===== src/rtl/gpu_core_seq.sv =====
// Multi-cycle predicated shader core: fetch/decode/exec with register file, data memory and work-queue push.
// Latency: ALU ops commit 2 cycles after the instruction fetch; LD/ST and QPUSH add 1 cycle plus handshake wait.
// Backpressure: imem, dmem and queue requests are held stable until valid/ack/ready; optional GPU_CORE_MUL_EN enables MUL.
module gpu_core_seq #(
    parameter int DATA_W = 16,
    parameter int NREGS  = 16,
    parameter int PC_W   = 16,
    parameter int QID_W  = 4
) (
    input  logic              clk,
    input  logic              rst_n,
    input  logic              start,
    input  logic [PC_W-1:0]   start_pc,
    output logic              busy,
    output logic              done,
    output logic              err,
    output logic              imem_req,
    output logic [PC_W-1:0]   imem_addr,
    input  logic              imem_valid,
    input  logic [31:0]       imem_data,
    output logic              dmem_req,
    output logic              dmem_we,
    output logic [DATA_W-1:0] dmem_addr,
    output logic [DATA_W-1:0] dmem_wdata,
    input  logic              dmem_ack,
    input  logic [DATA_W-1:0] dmem_rdata,
    output logic              q_valid,
    output logic [QID_W-1:0]  q_id,
    output logic [DATA_W-1:0] q_data,
    input  logic              q_ready
);

    localparam logic [4:0] OP_LD  = 5'd0,  OP_ST  = 5'd1,  OP_MUL = 5'd2,  OP_ADD = 5'd3;
    localparam logic [4:0] OP_SUB = 5'd4,  OP_AND = 5'd5,  OP_OR  = 5'd6,  OP_XOR = 5'd7;
    localparam logic [4:0] OP_SHL = 5'd8,  OP_SHR = 5'd9,  OP_SLT = 5'd10, OP_SEQ = 5'd11;
    localparam logic [4:0] OP_MOV = 5'd12, OP_BR  = 5'd13, OP_NOP = 5'd14, OP_QPC = 5'd15;
    localparam logic [4:0] OP_QPR = 5'd16, OP_END = 5'd17;

`ifdef GPU_CORE_MUL_EN
    localparam bit MUL_EN = 1'b1;
`else
    localparam bit MUL_EN = 1'b0;
`endif

    typedef enum logic [2:0] {
        S_IDLE, S_FETCH, S_DECODE, S_EXEC, S_MEM, S_QUEUE, S_HALT
    } state_t;

    state_t            state;
    logic [PC_W-1:0]   pc;
    logic [31:0]       instr;
    logic [DATA_W-1:0] regs [NREGS];
    logic              p_flag;
    logic              pass_q;
    logic              ill_q;
    logic [DATA_W-1:0] op_a;
    logic [DATA_W-1:0] op_s;
    logic [QID_W-1:0]  qid_v;

    logic [1:0]        i_pred;
    logic              i_imm;
    logic [4:0]        i_op;
    logic [3:0]        i_r1;
    logic [3:0]        i_r2;
    logic [15:0]       i_const;

    assign {i_pred, i_imm, i_op, i_r1, i_r2, i_const} = instr;
    assign imem_addr = pc;

    logic              pred_ok;
    logic              uses_r1;
    logic              uses_r2;
    logic              illegal;
    logic [DATA_W-1:0] src_val;
    logic [QID_W-1:0]  qid_val;
    logic [DATA_W-1:0] shamt;
    logic [DATA_W-1:0] alu_res;

    always_comb begin
        case (i_pred)
            2'd0:    pred_ok = 1'b1;
            2'd1:    pred_ok = p_flag;
            2'd2:    pred_ok = !p_flag;
            default: pred_ok = 1'b0;
        endcase
    end

    // Register fields only matter for ops that actually read them.
    assign uses_r1 = !(i_op inside {OP_BR, OP_NOP, OP_END});
    assign uses_r2 = (!i_imm && i_op <= OP_MOV) || i_op == OP_QPR;
    assign illegal = (i_op > OP_END)
                   || (uses_r1 && 32'(i_r1) >= NREGS)
                   || (uses_r2 && 32'(i_r2) >= NREGS)
                   || (i_op == OP_MUL && !MUL_EN);

    assign src_val = i_imm ? DATA_W'(i_const) : regs[i_r2];
    assign qid_val = (i_op == OP_QPR) ? regs[i_r2][QID_W-1:0] : QID_W'(i_const);
    assign shamt   = DATA_W'(32'(op_s) % DATA_W);

    always_comb begin
        alu_res = op_a;
        case (i_op)
`ifdef GPU_CORE_MUL_EN
            OP_MUL:  alu_res = op_a * op_s;
`endif
            OP_ADD:  alu_res = op_a + op_s;
            OP_SUB:  alu_res = op_a - op_s;
            OP_AND:  alu_res = op_a & op_s;
            OP_OR:   alu_res = op_a | op_s;
            OP_XOR:  alu_res = op_a ^ op_s;
            OP_SHL:  alu_res = op_a << shamt;
            OP_SHR:  alu_res = op_a >> shamt;
            default: alu_res = op_a;
        endcase
    end

    always_ff @(posedge clk or negedge rst_n) begin
        if (!rst_n) begin
            state      <= S_IDLE;
            pc         <= '0;
            instr      <= '0;
            p_flag     <= 1'b0;
            pass_q     <= 1'b0;
            ill_q      <= 1'b0;
            op_a       <= '0;
            op_s       <= '0;
            qid_v      <= '0;
            for (int i = 0; i < NREGS; i++) regs[i] <= '0;
            busy       <= 1'b0;
            done       <= 1'b0;
            err        <= 1'b0;
            imem_req   <= 1'b0;
            dmem_req   <= 1'b0;
            dmem_we    <= 1'b0;
            dmem_addr  <= '0;
            dmem_wdata <= '0;
            q_valid    <= 1'b0;
            q_id       <= '0;
            q_data     <= '0;
        end else begin
            done <= 1'b0;
            case (state)
                S_IDLE, S_HALT: begin
                    if (start) begin
                        pc       <= start_pc;
                        err      <= 1'b0;
                        busy     <= 1'b1;
                        imem_req <= 1'b1;
                        state    <= S_FETCH;
                    end
                end
                S_FETCH: begin
                    if (imem_valid) begin
                        instr    <= imem_data;
                        imem_req <= 1'b0;
                        state    <= S_DECODE;
                    end
                end
                S_DECODE: begin
                    pass_q <= pred_ok;
                    ill_q  <= illegal;
                    op_a   <= regs[i_r1];
                    op_s   <= src_val;
                    qid_v  <= qid_val;
                    state  <= S_EXEC;
                end
                S_EXEC: begin
                    if (pass_q && ill_q) begin
                        err   <= 1'b1;
                        busy  <= 1'b0;
                        state <= S_HALT;
                    end else if (pass_q && i_op == OP_END) begin
                        done  <= 1'b1;
                        busy  <= 1'b0;
                        state <= S_HALT;
                    end else if (pass_q && (i_op == OP_LD || i_op == OP_ST)) begin
                        dmem_req   <= 1'b1;
                        dmem_we    <= (i_op == OP_ST);
                        dmem_addr  <= op_s;
                        dmem_wdata <= op_a;
                        state      <= S_MEM;
                    end else if (pass_q && (i_op == OP_QPC || i_op == OP_QPR)) begin
                        q_valid <= 1'b1;
                        q_id    <= qid_v;
                        q_data  <= op_a;
                        state   <= S_QUEUE;
                    end else begin
                        // Squashed instructions fall through here with no side effect.
                        state    <= S_FETCH;
                        imem_req <= 1'b1;
                        pc       <= (pass_q && i_op == OP_BR) ? PC_W'(i_const) : pc + 1'b1;
                        if (pass_q) begin
                            case (i_op)
                                OP_SLT:        p_flag <= (op_a < op_s);
                                OP_SEQ:        p_flag <= (op_a == op_s);
                                OP_MOV:        regs[i_r1] <= op_s;
                                OP_BR, OP_NOP: ;
                                default:       regs[i_r1] <= alu_res;
                            endcase
                        end
                    end
                end
                S_MEM: begin
                    if (dmem_ack) begin
                        if (!dmem_we) regs[i_r1] <= dmem_rdata;
                        dmem_req   <= 1'b0;
                        dmem_we    <= 1'b0;
                        dmem_addr  <= '0;
                        dmem_wdata <= '0;
                        pc         <= pc + 1'b1;
                        imem_req   <= 1'b1;
                        state      <= S_FETCH;
                    end
                end
                S_QUEUE: begin
                    if (q_ready) begin
                        q_valid  <= 1'b0;
                        q_id     <= '0;
                        q_data   <= '0;
                        pc       <= pc + 1'b1;
                        imem_req <= 1'b1;
                        state    <= S_FETCH;
                    end
                end
                default: state <= S_IDLE;
            endcase
        end
    end

endmodule


===== config.mk =====
export PLATFORM = sky130hd
export DESIGN_NAME = gpu_core_seq
export DESIGN_NICKNAME = d
export VERILOG_FILES = /design/src/rtl/gpu_core_seq.sv
export SDC_FILE = /design/constraint.sdc
export NUM_CORES = 1
export LEC_CHECK = 0
export BUFFER_PORTS_ARGS = -buffer_cell sky130_fd_sc_hd__buf_2
export CORE_UTILIZATION = 50
export DETAILED_ROUTE_END_ITERATION = 8
export PLACE_DENSITY_LB_ADDON = 0.08
export SYNTH_ARGS = -nofsm -noshare
export SYNTH_HDL_FRONTEND = slang
export SYNTH_SLANG_ARGS = --single-unit

===== constraint.sdc =====
create_clock -name clk -period 4.7 [get_ports clk]
set_input_delay 0.235 -clock clk [delete_from_list [all_inputs] [get_ports clk]]
set_output_delay 0.235 -clock clk [all_outputs]
set_load 0.03 [all_outputs]

==> results.toml <==
[timing]
worst_pin_slew_ns = 1.30
hold_violations = 0
timing.final.ws_setup_ns = 0.688
period_share_pct = 85.4
clock_skew_ns = 0.0270
relSlewSlack_pct = 12.5
rsz0062_at_grt = "false"
fin_setup_tns_ns = 0
maxSlewViolCount = 0
setup_viol = 0
period_minus_slack_ns = 4.01
clock.fmax_mhz = 249

[min_path]
hp-start = "start"
min_to = "busy"
min_path_type = "in2reg"
min_path_cells = 4

[synth]
synth_fa_ha_area_share_pct = 2.71
ys_seq_elements = 405
synth_mux_area_share_pct = 20.0
synth_top_area_share_pct = 39.1
synthArstFlopShare_pct = 100
synth_xor_area_share_pct = 0.338
synth-seq-area-share_pct = 39.1
yosys_warnings = 0
synth-edff-count = 0
synth_top_cell_by_area = "dfrtp_1"
synth_area_mm2 = 0.0259
synthTopCellsByArea = "dfrtp_1 39%, mux4_2 15%, o21a_1 4.3%, mux2i_1 3.2%, a21oi_1 3.2%"
synth.distinct_cells = 94
syn-mean-instance-area_um2 = 10.7
synth_nets = 2553
synth-compound-area-share_pct = 22.4
yosys.area_share.simple_pct = 9.85
ys.flop_type = "dfrtp_1"
synth_top_family_by_area = "compound AO/OA/AOI/OAI gates"
synth_cells = 2428

[cts]
cts.sinks = 405
insertion_delay_ns = 0.61
tritoncts = "built"
cts_buffers = 48
htree_levels = 2
clk_pin_slew_ns = 0.06
clockBufferDepth = 3
clockRootBuffer = "clkbuf_16"

[layout]
nets = 2637
final_area_mm2 = 0.0293
most-common-layout-cells = "400 x dfrtp_1, 191 x nor2_1, 171 x mux4_2, 165 x nand2_1, 165 x a21oi_1"
drive_above_1_share_pct = 22.1
final_common_cell = "dfrtp_1"
area_delta_synth_final_pct = 13.0
num-fill-cells = 4401

[floorplanning]
dieArea_mm2 = 0.0527
start_util_pct = 50.6
core-area_mm2 = 0.0512
die_w_um = 230
io_pins = 145
die_height_um = 230
num_rows = 83

[route]
drtAntennaViolNets = 0
drt_wl_total_um = 95700
drc = 0
via_per_inst = 6.83
num_vias = 22072
drtIter0Drc = 2366
wl_per_cell_um = 29.6
drtPass1Iterations = 8

[job]
drv_cap = 0

[grt]
grt_pass1_vias = 21551
grt_max_degree = 110
track_usage_pct = 36.5
grt_first_pass_wirelength_um = 144000
grt_overflow = 0
grt_antenna_before_repair = 1

[setup_path]
worstSetupEndpointType = "flop"
reg2regPathDepth = 10
worst-path-max-fanout = 16
worst_setup_path_start_kind = "flop"
cp.required_ns = 5.20
reg2reg_slack_ns = 0.69
regToRegStartpoint = "op_a[8]"
worstReg2RegEnd = "regs[44]"
crit_type = "reg2reg"
worstPathArrival_ns = 4.51

[placed_design]
hpwl_um = 65700
dp_slack_ns = 0.795
gp_congestion = 0.961
place_area_mm2 = 0.0270
port_buffers = 144

[pwr]
total_power_mw = 23.6
power_per_cell_area_mw_per_mm2 = 807
ir_worst_vdd_uv = 404
power.leakage_nw = 11.9

[outcome]
status = "completed"
## timing repair
item | 4_1_cts | 5_1_grt
endpoints found under the hold margin | 145 | 0
endpoints found under the setup margin | 0 | 0
setup buffers | 0 | 0
resized for setup | 0 | 0
hold buffers | 49 | 0
## sequential cells by signal (all words and copies together), names as in the netlist, 3 cells and up
name and count:
dmem_addr 16, dmem_wdata 16, imem_addr 16, instr 32, op_a 16, op_s 16, q_data 16, q_id 4
qid_v 4, regs 256, state 3
## cell usage after synthesis, types with 27 or more instances
| library cell | instances |
|---|---|
| buf_1 | 27 |
| mux2i_1 | 84 |
| o31ai_1 | 51 |
| o21a_1 | 148 |
| nand3_1 | 37 |
| o311ai_0 | 33 |
| nand2_1 | 165 |
| clkbuf_1 | 118 |
| nor2_1 | 192 |
| mux2_2 | 43 |
| ha_1 | 53 |
| a21oi_1 | 166 |
| buf_2 | 48 |
| o21ai_0 | 102 |
| a22o_1 | 38 |
| dfrtp_1 | 405 |
| mux4_2 | 171 |
| o211ai_1 | 107 |
| inv_1 | 45 |
## through the flow
stage / hold WS [ns] / cells / utilization [%]
6_report: 0.0361 / 3233 / 57.2
5_1_grt: 0.0497 / 3233 / 57.2
4_1_cts: 0.0152 / 3232 / 57.1
3_5_place_dp: 0.339 / 3093 / 52.7
3_3_place_gp: 0.336 / 3093 / 52.7
2_1_floorplan: -0.0606 / 2428 / -
## where the power goes
group          total (mW)  internal (mW)  switching (mW)
Combinational        12.7           5.14            7.55
Sequential           6.73           4.96            1.76
Clock                4.21           2.57            1.63
Total                23.6           12.7            10.9
## critical path, stage by stage, from the launching register on
cell,delay (ns)
dfrtp_1,0.67
inv_1,0.18
ha_1,0.64
nor2_1,0.11
a221o_1,0.41
a21o_1,0.20
a221oi_1,0.35
xnor2_1,0.16
a211oi_4,0.76
o311ai_0,0.27
o21a_1,0.15
## worst max path at each step
stage	startpoint	to	slack, ns	depth (start not counted)
after CTS	op_a[8]	regs[172]	0.79	10
after floorplan	op_s[2]	regs[14]	1.31	12
after global routing	op_a[8]	regs[172]	0.41	10
final	op_a[8]	regs[44]	0.69	10
after detailed placement	op_a[8]	regs[220]	0.80	10
after global placement	op_a[7]	regs[14]	0.82	9
## metal layers
metal  share of wire [%]  global-route usage (%)
met4                 4.9                    16.8
met1                  40                    48.5
met3                 7.5                    5.73
met5                   0                       0
met2                  48                    58.9
## cells by family (layout without fill, tap and decap cells)
kind of cell / after synthesis / in the layout
flops: 405 / 405
buf+inv: 290 / 414
fa+ha+maj: 55 / 55
compound gates: 820 / 820
mux: 298 / 298
other cells: 0 / 1
xor+xnor: 10 / 10
simple gates: 550 / 550
## area by class of cell
type	count	area, um^2	share of cell area [%]
Timing Repair Buffer	277	1930	6.58
Clock inverter	19	345	1.18
Tap cell	680	851	2.91
Clock buffer	71	1440	4.92
Sequential cell	405	10100	34.7
Antenna cell	1	2.50	0.00855
Multi-Input combinational cell	1733	14400	49.1
Inverter	47	176	0.603
No activity file was read; power rests on OpenSTA's default activity.
